<file path="config.mk">
export PLATFORM = sky130hd
export DESIGN_NAME = cpu_stage_sequencer
export DESIGN_NICKNAME = d
export VERILOG_FILES = /design/src/rtl/cpu_stage_sequencer_pkg.sv /design/src/rtl/cpu_stage_sequencer_perf_counter_sat.sv /design/src/rtl/cpu_stage_sequencer.sv
export SDC_FILE = /design/constraint.sdc
export NUM_CORES = 1
export LEC_CHECK = 0
export ABC_CLOCK_PERIOD_IN_PS = 5700
export CAP_MARGIN = 20
export CORE_AREA = 2 2 102 104
export DETAILED_ROUTE_END_ITERATION = 16
export DIE_AREA = 0 0 104 106
export PLACE_DENSITY = 0.67
export SYNTH_ARGS = -nofsm -noshare
export SYNTH_HDL_FRONTEND = slang
export SYNTH_SLANG_ARGS = --single-unit
</file>
<file path="constraint.sdc">
create_clock -name clock -period 5.7 [get_ports clock]
set_input_delay 0.855 -clock clock [delete_from_list [all_inputs] [get_ports clock]]
set_output_delay 0.855 -clock clock [all_outputs]
set_load 0.005 [all_outputs]
</file>
<file path="src/rtl/cpu_stage_sequencer_pkg.sv">
// Shared stage encodings, opcode classes and defaults for the ARM-LP stage sequencer.
package cpu_stage_sequencer_pkg;

   typedef enum logic [2:0] {
      STAGE_IDLE      = 3'd0,
      STAGE_FETCH     = 3'd1,
      STAGE_DECODE    = 3'd2,
      STAGE_EXECUTE   = 3'd3,
      STAGE_MEMORY    = 3'd4,
      STAGE_WRITEBACK = 3'd5,
      STAGE_HALTED    = 3'd6
   } stage_t;

   typedef enum logic [2:0] {
      CLASS_RALU = 3'd0,
      CLASS_IALU = 3'd1,
      CLASS_LDUR = 3'd2,
      CLASS_STUR = 3'd3,
      CLASS_CBZ  = 3'd4,
      CLASS_B    = 3'd5,
      CLASS_NOP  = 3'd6,
      CLASS_HALT = 3'd7
   } op_class_t;

   localparam int unsigned MEM_TIMEOUT_DEFAULT = 15;

   function automatic logic is_busy_stage(input stage_t s);
      return (s == STAGE_FETCH) || (s == STAGE_DECODE) || (s == STAGE_EXECUTE) ||
             (s == STAGE_MEMORY) || (s == STAGE_WRITEBACK);
   endfunction

endpackage

</file>
<file path="src/rtl/cpu_stage_sequencer_perf_counter_sat.sv">
// Saturating up-counter with synchronous clear; clear dominates increment.
module perf_counter_sat #(
   parameter int unsigned W = 32
) (
   input  logic         clock,
   input  logic         clear,
   input  logic         inc,
   output logic [W-1:0] count
);

   always_ff @(posedge clock) begin
      if (clear)
         count <= '0;
      else if (inc && (count != '1))
         count <= count + 1'b1;
   end

endmodule

</file>
<file path="src/rtl/cpu_stage_sequencer.sv">
// Multi-cycle FETCH/DECODE/EXECUTE/MEMORY/WRITEBACK sequencer with one-hot stage enables,
// data-cache wait handling with timeout, and bring-up cycle/retire counters.
module cpu_stage_sequencer
   import cpu_stage_sequencer_pkg::*;
#(
   parameter int unsigned CYCLE_W     = 32,
   parameter int unsigned MEM_TIMEOUT = MEM_TIMEOUT_DEFAULT
) (
   input  logic               clock,
   input  logic               reset,
   input  logic               run,
   input  logic [2:0]         opcodeClass,
   input  logic               memReady,
   output logic               fetchEnable,
   output logic               decodeEnable,
   output logic               executeEnable,
   output logic               memEnable,
   output logic               writebackEnable,
   output logic               pcUpdateEnable,
   output logic [2:0]         stage,
   output logic               busy,
   output logic               halted,
   output logic               timeoutError,
   output logic [CYCLE_W-1:0] cycleCount,
   output logic [CYCLE_W-1:0] retiredCount
);

   localparam logic [7:0] TMO_LAST = 8'(MEM_TIMEOUT - 1);

   stage_t    state, next_state;
   op_class_t cls;
   logic [7:0] tmo_cnt;
   logic      retire, tmo_hit;

   always_comb begin
      next_state = state;
      retire     = 1'b0;
      tmo_hit    = 1'b0;
      case (state)
         STAGE_IDLE:   if (run) next_state = STAGE_FETCH;
         STAGE_FETCH:  next_state = STAGE_DECODE;
         STAGE_DECODE: next_state = (opcodeClass == CLASS_HALT) ? STAGE_HALTED : STAGE_EXECUTE;
         STAGE_EXECUTE: begin
            case (cls)
               CLASS_LDUR, CLASS_STUR: next_state = STAGE_MEMORY;
               CLASS_RALU, CLASS_IALU: next_state = STAGE_WRITEBACK;
               default: begin
                  retire     = 1'b1;
                  next_state = run ? STAGE_FETCH : STAGE_IDLE;
               end
            endcase
         end
         STAGE_MEMORY: begin
            if (memReady) begin
               if (cls == CLASS_LDUR) begin
                  next_state = STAGE_WRITEBACK;
               end else begin
                  retire     = 1'b1;
                  next_state = run ? STAGE_FETCH : STAGE_IDLE;
               end
            end else if (tmo_cnt == TMO_LAST) begin
               tmo_hit    = 1'b1;
               next_state = STAGE_HALTED;
            end
         end
         STAGE_WRITEBACK: begin
            retire     = 1'b1;
            next_state = run ? STAGE_FETCH : STAGE_IDLE;
         end
         STAGE_HALTED: next_state = STAGE_HALTED;
         default:      next_state = STAGE_IDLE;
      endcase
   end

   // Outputs are registered from next_state so they always decode the current state.
   always_ff @(posedge clock) begin
      if (reset) begin
         state           <= STAGE_IDLE;
         cls             <= CLASS_RALU;
         tmo_cnt         <= '0;
         timeoutError    <= 1'b0;
         fetchEnable     <= 1'b0;
         decodeEnable    <= 1'b0;
         executeEnable   <= 1'b0;
         memEnable       <= 1'b0;
         writebackEnable <= 1'b0;
         busy            <= 1'b0;
         halted          <= 1'b0;
      end else begin
         state <= next_state;
         if (state == STAGE_DECODE)
            cls <= op_class_t'(opcodeClass);
         if (state != STAGE_MEMORY)
            tmo_cnt <= '0;
         else if (!memReady)
            tmo_cnt <= tmo_cnt + 8'd1;
         if (tmo_hit)
            timeoutError <= 1'b1;
         fetchEnable     <= (next_state == STAGE_FETCH);
         decodeEnable    <= (next_state == STAGE_DECODE);
         executeEnable   <= (next_state == STAGE_EXECUTE);
         memEnable       <= (next_state == STAGE_MEMORY);
         writebackEnable <= (next_state == STAGE_WRITEBACK);
         busy            <= is_busy_stage(next_state);
         halted          <= (next_state == STAGE_HALTED);
      end
   end

   assign stage          = state;
   assign pcUpdateEnable = retire & ~reset;

   perf_counter_sat #(.W(CYCLE_W)) u_cycle_cnt (
      .clock (clock),
      .clear (reset),
      .inc   (busy),
      .count (cycleCount)
   );

   perf_counter_sat #(.W(CYCLE_W)) u_retired_cnt (
      .clock (clock),
      .clear (reset),
      .inc   (retire),
      .count (retiredCount)
   );

endmodule

</file>
---- Word-level counts from Yosys, hierarchy flattened ----
Index checks and enable logic that the tools add are counted.
operators by class
  $mul .................................... 0
  bitwise operators ....................... 2
  reductions and logical operators ........ 12
  div/mod/pow operators ................... 0
  multiplexer cells ....................... 15
  equal/unequal tests ..................... 20
  shift operators ......................... 0
  $add $sub $neg .......................... 3
  $lt $le $gt $ge ......................... 0
operators by type and width
  kind                   count
  $add 32x1->32 const B  2
  $ne 32x32->1 const B   2
  $eq 3x3->1 const B     7
  $pmux 3 s7             1
  $eq 3x2->1 const B     6
  $mux 3                 5
  $eq 3x1->1 const B     3
  $add 8x1->8 const B    1
  $eq 8x4->1 const B     1
  $mux 1                 7
  $logic_not 3->1        2
  $pmux 3 s2             1
  $reduce_or 2->1        3
  $logic_or 1x1->1       4
  $reduce_or 4->1        1
  $ne 3x3->1 const B     1
  $pmux 1 s3             1
  $logic_and 1x1->1      2
  $and 1x1->1            1
  $not 1->1              1
storage, ports and cells
  flip-flop bits (word level) ............. 86
  logic and storage cells ................. 65
  bits in writable memories ............... 0
  bits in latches ......................... 0
  memories kept ........................... 0
  bits in read-only memories .............. 0

---- Logic depth before layout (Yosys ltp) ----
Gate-level depths: netlist (run 1).
  depth after elaboration ................. 9
  mapped depth ............................ 8
  mapped depth without buffers ............ 8

---- Hierarchy ----
A second synthesis (run 1) with hierarchy kept.
unflattened totals
  cells, all modules ...................... 501
  area, all modules ....................... 4372.9 µm²
by module, submodules not included
  module               times used  area each (µm²)  seq. area each (µm²)  cells each
  perf_counter_sat     2           1674.1           640.6                 199
  cpu_stage_sequencer  1           1024.7           440.4                 103

---- Worst setup path after synthesis (run 1) ----
No wires, ideal clock.
  path kind ............................... input to output
  start ................................... input memReady
  end ..................................... output pcUpdateEnable
  arrival time ............................ 1.569 ns
  stages on the path ...................... 5
  setup slack ............................. 3.276 ns
  path through ............................ nand2b_1 -> nor3b_2 -> nor2_1 -> clkbuf_1 -> nor2_1
on the way
  cells in the longest elaborated chain, start to end .. 3
RTL lines
  what             RTL line                    source
  start, declared  cpu_stage_sequencer.sv:13   input logic memReady,
  $mux 1           cpu_stage_sequencer.sv:54   if (memReady) begin
  $pmux 1 s3       cpu_stage_sequencer.sv:39   case (state)
  $and 1x1->1      cpu_stage_sequencer.sv:110  assign pcUpdateEnable = retire & ~reset;
  end, declared    cpu_stage_sequencer.sv:19   output logic pcUpdateEnable,
No other way between the ends.

---- Final worst setup path (run 1) ----
Ends and elaborated chain as after synthesis.

==> flow_summary.json, run 1 <==
{
  "ys_dominant_reg_cell": "sky130_fd_sc_hd__dfxtp_1",
  "htree_levels": 3,
  "setup_total_negative_slack_ns": 0,
  "synth_compound_gate_area_share_pct": 4.27,
  "timing.critical_path.to_type": "primary output",
  "min_path_type": "reg -> reg",
  "dpl_cell_area_sq_mm": 0.00518,
  "fin_worst_hold_slack_ns": 0.507,
  "synth.yosys.seq_area_share_pct": 40.5,
  "clock_sink_count": 86,
  "clock_root_buffer": "sky130_fd_sc_hd__clkbuf_8",
  "die-height_microns": 106,
  "report.final.hold_viol_count": 0,
  "hpwlAfterDp_mm": 6.91,
  "n_antenna_cell": 0,
  "dieWidth_microns": 104,
  "yosys_warnings": 0,
  "dieArea_sq_mm": 0.0110,
  "final_cell_area_sq_mm": 0.00536,
  "first_iter_violations": 112,
  "switching_share_pct": 24.0,
  "pwr-share-seq_pct": 56.1,
  "worstPathArrival_ns": 2.76,
  "post_synth_edffs": 0,
  "synth.area.mux_share_pct": 1.88,
  "final_antenna_net_count": 0,
  "setup.worst_path.class": "in -> out",
  "std_cell_rows": 37,
  "grt_antenna_before_repair": 0,
  "synthToLayoutAreaGrowth_pct": 26.2,
  "synthesis.instances": 487,
  "wire_length_of_the_first_global_routing_pass_mm": 16.4,
  "design_power_total_mw": 1.11,
  "post_cts_resized": 0,
  "p_switching_mw": 0.268,
  "synth_simple_gate_area_share_pct": 36.7,
  "gr-total-overflow": 0,
  "layout_worst_path_cycle_share_pct": 63.5,
  "layout.nets": 576,
  "initial_core_util_pct": 42.5,
  "wl_final_mm": 9.83,
  "syn_avg_cell_area_sq_um": 8.73,
  "grt_start_max_net_pins": 80,
  "slew_violations": 0,
  "cellPowerDensity_mw_per_mm2": 208,
  "numCtsBuffers": 9,
  "syn_std_cell_area_sq_mm": 0.00425,
  "numPortBuffers": 82,
  "cts_tree": "yes",
  "core-area_sq_mm": 0.0100,
  "grtUsageTotal_pct": 18.0,
  "post-cts-setup-buffers": 0,
  "drt-wirelength-per-cell_microns": 13.9,
  "max_freq_ghz": 0.276,
  "synth_top_family_by_area": "simple AND/OR/NAND/NOR gates",
  "max-vdd-ir-drop_mv": 0.120,
  "io-pin-count": 83,
  "tightest_slew_ns": 0.999,
  "share_of_final_layout_standard_cells_stronger_than_drive_strength_1_pct": 10.0,
  "finalCriticalPeriod_ns": 3.62,
  "worst_slew_margin_rel_pct": 33.4,
  "mapped_nets": 498,
  "rsz_0062_raised_after_global_routing": "false",
  "max_cap_violations": 0,
  "fraction_of_registers_with_async_set_reset_pct": 0,
  "crit_path_max_fanout": 22,
  "ctsLongestPathBuffers": 2,
  "cts.reportedPaths.clkPinSlew_ns": 0.08,
  "timing.critical_path.from_type": "primary input",
  "drt_pre_antenna_iters": 4,
  "setup_viol": 0,
  "vias_per_cell": 5.24,
  "synthXorXnorAreaFrac_pct": 13.0,
  "first_global_vias": 3492,
  "leakage_nw": 1.67,
  "yosys_cell_types": 54,
  "cts-hold-fix-buffers": 0,
  "synth-adder-area-share_pct": 1.18,
  "detail_route.drc_violations": 0,
  "intPower_mw": 0.847,
  "gp_congestion": 0.924,
  "synth_seq_cells": 86,
  "pwr-share-clk_pct": 37.1,
  "run_status": "complete, no violations",
  "required_ns": 4.85,
  "finClkSkew_ns": 0.00807,
  "clk-insertion-delay-late_ns": 0.36,
  "share_comb_of_total_power_pct": 6.7,
  "detailroute.via_count": 3702
}
## metrics by stage
| stage | worst slack, ns | std cells | utilization, % |
|---|---|---|---|
| 2_1_floorplan | 3.28 | 487 | - |
| 3_3_place_gp | 2.09 | 690 | 51.8 |
| 3_5_place_dp | 2.06 | 690 | 51.8 |
| 4_1_cts | 2.07 | 706 | 53.6 |
| 5_1_grt | 1.93 | 706 | 53.6 |
| 6_report | 2.08 | 706 | 53.6 |
## state kept, by name, summed over array words and instances (netlist names)
| signal | flops |
|---|---|
| decodeEnable | 1 |
| tmo_cnt | 8 |
| executeEnable | 1 |
| u_retired_cnt.count | 32 |
| cls | 3 |
| writebackEnable | 1 |
| u_cycle_cnt.count | 32 |
| halted | 1 |
| memEnable | 1 |
| busy | 1 |
| fetchEnable | 1 |
| stage | 3 |
| timeoutError | 1 |
## logic make-up after synthesis
group | after synthesis
adders and majority gates | 4
muxes | 7
xor gates and xnor gates | 63
DFF | 86
buffers and inverters | 26
AOI/OAI and AO/OA | 26
and+or+nand+nor | 275
## path summary, 6_finish.rpt
path | start | end | slack (ns) | cells past startpoint
max reg2reg | u_retired_cnt.count[0]$_SDFFE_PP0P_ | u_retired_cnt.count[31]$_SDFFE_PP0P_ | 3.04 | 7
max | memReady | pcUpdateEnable | 2.08 | 7
min | timeoutError$_SDFFE_PP0P_ | timeoutError$_SDFFE_PP0P_ | 0.51 | 2
min reg2reg | timeoutError$_SDFFE_PP0P_ | timeoutError$_SDFFE_PP0P_ | 0.51 | 2
## power by group through the flow
stage | sequential, mW | combinational (mW) | clock [mW]
after floorplan | 0.633 | 0.0474 | 0
after global placement | 0.639 | 0.0737 | 0
after detailed placement | 0.639 | 0.0756 | 0
after CTS | 0.625 | 0.0756 | 0.427
after global routing | 0.627 | 0.0835 | 0.446
final | 0.626 | 0.0751 | 0.414
## synth_stat cells (8+ instances only)
library cell / count / share of area [%]
sky130_fd_sc_hd__nor4_2: 16 / 4.7
sky130_fd_sc_hd__nand4_1: 24 / 3.5
sky130_fd_sc_hd__nand2_1: 34 / 3.0
sky130_fd_sc_hd__nor2_1: 93 / 8.2
sky130_fd_sc_hd__and3_1: 13 / 1.9
sky130_fd_sc_hd__a21oi_1: 8 / 0.94
sky130_fd_sc_hd__xor2_1: 20 / 4.1
sky130_fd_sc_hd__nand3_1: 25 / 2.9
sky130_fd_sc_hd__clkbuf_1: 11 / 0.97
sky130_fd_sc_hd__nor3_1: 21 / 2.5
sky130_fd_sc_hd__dfxtp_1: 86 / 41
sky130_fd_sc_hd__xnor2_1: 43 / 8.9
## cell usage in the layout (no fill, tap or decap), drive strengths merged, types with 3 or more instances in the layout
master         Yosys  final
and3              13     13
buf                6      3
a21oi              9      9
or3                4      4
dfxtp             86     86
xor2              20     20
nor3b              7      7
nor2b              7      7
nand3             28     28
xnor2             43     43
nand4             27     27
nor4b              3      3
clkinv             1      3
and2               4      4
nor2              94     94
clkbuf            11     12
nor4              23     23
mux2i              5      5
o21ai              8      8
nand2             35     35
inv                8      8
clkdlybuf4s50      0     81
nor3              23     23
ha                 4      4
## critical path, cell delays in order
cell and delay [ns]:
sky130_fd_sc_hd__clkdlybuf4s50_1 0.60, sky130_fd_sc_hd__nand2b_1 0.13, sky130_fd_sc_hd__nor3b_2 0.25, sky130_fd_sc_hd__nor2_2 0.07
sky130_fd_sc_hd__buf_4 0.23, sky130_fd_sc_hd__nor2_1 0.11, sky130_fd_sc_hd__clkdlybuf4s50_1 0.51
## per-layer routing
| layer | global-route usage [%] | part of all wire [%] |
|---|---|---|
| met1 | 23.3 | 48 |
| met2 | 28.8 | 46 |
| met3 | 3.19 | 4.2 |
| met4 | 9.27 | 2.0 |
| met5 | 0 | 0 |
## final cells by class
cell class              instances  area [sq um]
clock buffers                  12           135
clock inverters                 4          47.5
fillers                       977          4640
inverters                       9          33.8
multi-input cells             375          2420
flip-flops and latches         86          1720
well taps                     136           170
repair buffers                 84           831
(Power assumes the default switching activity.)
==> run 2, diff against run 1 <==
ABC_CLOCK_PERIOD_IN_PS = 2900   (was 5700)
PLACE_DENSITY = 0.7   (was 0.67)
clock period = 2.9 ns   (was 5.7 ns; I/O delays follow)
==> flow_summary.json, run 2 (synthesis gave the netlist of run 1 again) <==
{
  "post-cts-setup-buffers": 0,
  "synthToLayoutAreaGrowth_pct": 27.1,
  "finClkSkew_ns": 0.00525,
  "timing.critical_path.from_type": "primary input",
  "first_global_vias": 3627,
  "fin_worst_hold_slack_ns": 0.495,
  "grtUsageTotal_pct": 18.3,
  "gr-total-overflow": 0,
  "min_path_type": "reg -> reg",
  "gp_congestion": 0.861,
  "multi_input_area_sq_mm": 0.00242,
  "final_antenna_net_count": 0,
  "cts-hold-fix-buffers": 0,
  "design_power_total_mw": 2.24,
  "cellPowerDensity_mw_per_mm2": 414,
  "max-vdd-ir-drop_mv": 0.170,
  "vias_per_cell": 5.27,
  "register_area_sq_mm": 0.00172,
  "tightest_slew_ns": 0.793,
  "rrSetupSlack_ns": 0.54,
  "dpl_cell_area_sq_mm": 0.00520,
  "dpl.cell_count": 691,
  "setup_total_negative_slack_ns": 0,
  "worst_slew_margin_rel_pct": 47.1,
  "clock_sink_count": 86,
  "grt_antenna_before_repair": 0,
  "slew_violations": 0,
  "largest_registers_ranked_by_flip_flop_count": "u_cycle_cnt.count (32), u_retired_cnt.count (32), tmo_cnt (8)",
  "htree_levels": 3,
  "utilization_pct": 54.0,
  "n_antenna_cell": 0,
  "first_iter_violations": 153,
  "std_cell_rows": 37,
  "setup.worst_path.class": "in -> out",
  "dieWidth_microns": 104,
  "hpwlAfterDp_mm": 6.97,
  "io-pin-count": 83,
  "numPortBuffers": 82,
  "detailroute.via_count": 3725,
  "ctsLongestPathBuffers": 2,
  "drt-wirelength-per-cell_microns": 14.0,
  "most_common_library_cell_in_the_layout_ignoring_fill_and_taps": "sky130_fd_sc_hd__nor2_1",
  "share_of_final_layout_standard_cells_stronger_than_drive_strength_1_pct": 10.3,
  "core-area_sq_mm": 0.0100,
  "numCtsBuffers": 9,
  "clk-insertion-delay-late_ns": 0.35,
  "max_freq_ghz": 0.393,
  "crit_path_max_fanout": 7,
  "layout.nets": 577,
  "rsz_0062_raised_after_global_routing": "false",
  "post_cts_resized": 0,
  "setup_viol": 0,
  "worstPathArrival_ns": 2.11,
  "report.final.hold_viol_count": 0,
  "cts.reportedPaths.clkPinSlew_ns": 0.08,
  "run_status": "complete, no violations",
  "finalNonFillerCells": 707,
  "final_cell_area_sq_mm": 0.00540,
  "clock_root_buffer": "sky130_fd_sc_hd__clkbuf_8",
  "layout_worst_path_cycle_share_pct": 87.7,
  "timing.critical_path.to_type": "primary output",
  "required_ns": 2.47,
  "max_cap_violations": 0,
  "cts_tree": "yes",
  "initial_core_util_pct": 42.5,
  "finalCriticalPeriod_ns": 2.54,
  "post-route-worst-setup-slack_ns": 0.356,
  "wl_final_mm": 9.91,
  "wire_length_of_the_first_global_routing_pass_mm": 16.9,
  "detail_route.drc_violations": 0,
  "fillCellCount": 954,
  "die-height_microns": 106,
  "drt_pre_antenna_iters": 4,
  "leakage_nw": 1.69,
  "layout.cells.most_common_list": "sky130_fd_sc_hd__nor2_1, sky130_fd_sc_hd__dfxtp_1, sky130_fd_sc_hd__clkdlybuf4s50_1",
  "grt_start_max_net_pins": 79,
  "dieArea_sq_mm": 0.0110,
  "place_ws_ns": 0.328
}
[run 2: changes by cell type in the layout (fill, tap and decap cells not counted)]
| cell | before | now |
|---|---|---|
| sky130_fd_sc_hd__clkbuf_1 | 3 | 2 |
| sky130_fd_sc_hd__clkbuf_8 | 9 | 11 |
| sky130_fd_sc_hd__buf_12 | 0 | 1 |
| sky130_fd_sc_hd__clkinv_2 | 2 | 1 |
[run 2: worst max-delay path: stages]
cell	delay, ns
sky130_fd_sc_hd__clkdlybuf4s50_1	0.60
sky130_fd_sc_hd__nand2b_1	0.12
sky130_fd_sc_hd__nor3b_2	0.27
sky130_fd_sc_hd__nor2_2	0.10
sky130_fd_sc_hd__nor2_1	0.09
sky130_fd_sc_hd__clkdlybuf4s50_1	0.50
[run 2: area by class of cell]
cell class / count / area share [%]
Multi-Input combinational cell: 375 / 44.9
Sequential cell: 86 / 31.9
Timing Repair Buffer: 85 / 15.7
Tap cell: 136 / 3.15
Clock buffer: 13 / 2.94
Clock inverter: 3 / 0.787
Inverter: 9 / 0.625
[run 2: power by group]
part	internal [mW]	switching, mW
logic	0.0692	0.0797
registers	1.20	0.0303
clock network	0.445	0.416
[run 2: per-layer routing]
| metal | routed length, microns | up-vias | track usage (%) |
|---|---|---|---|
| met2 | 4580 | 98 | 29.3 |
| met5 | 0 | - | 0 |
| met3 | 525 | 17 | 3.99 |
| li1 | - | 1846 | - |
| met4 | 177 | 0 | 9.46 |
| met1 | 4630 | 1764 | 23.2 |
[run 2: final timing paths]
| check | from | endpoint | cells after the start |
|---|---|---|---|
| setup reg to reg | u_retired_cnt.count[0]$_SDFFE_PP0P_ | u_retired_cnt.count[15]$_SDFFE_PP0P_ | 8 |
| hold reg to reg | timeoutError$_SDFFE_PP0P_ | timeoutError$_SDFFE_PP0P_ | 2 |
| setup / recovery | memReady | pcUpdateEnable | 6 |
| hold / removal | timeoutError$_SDFFE_PP0P_ | timeoutError$_SDFFE_PP0P_ | 2 |
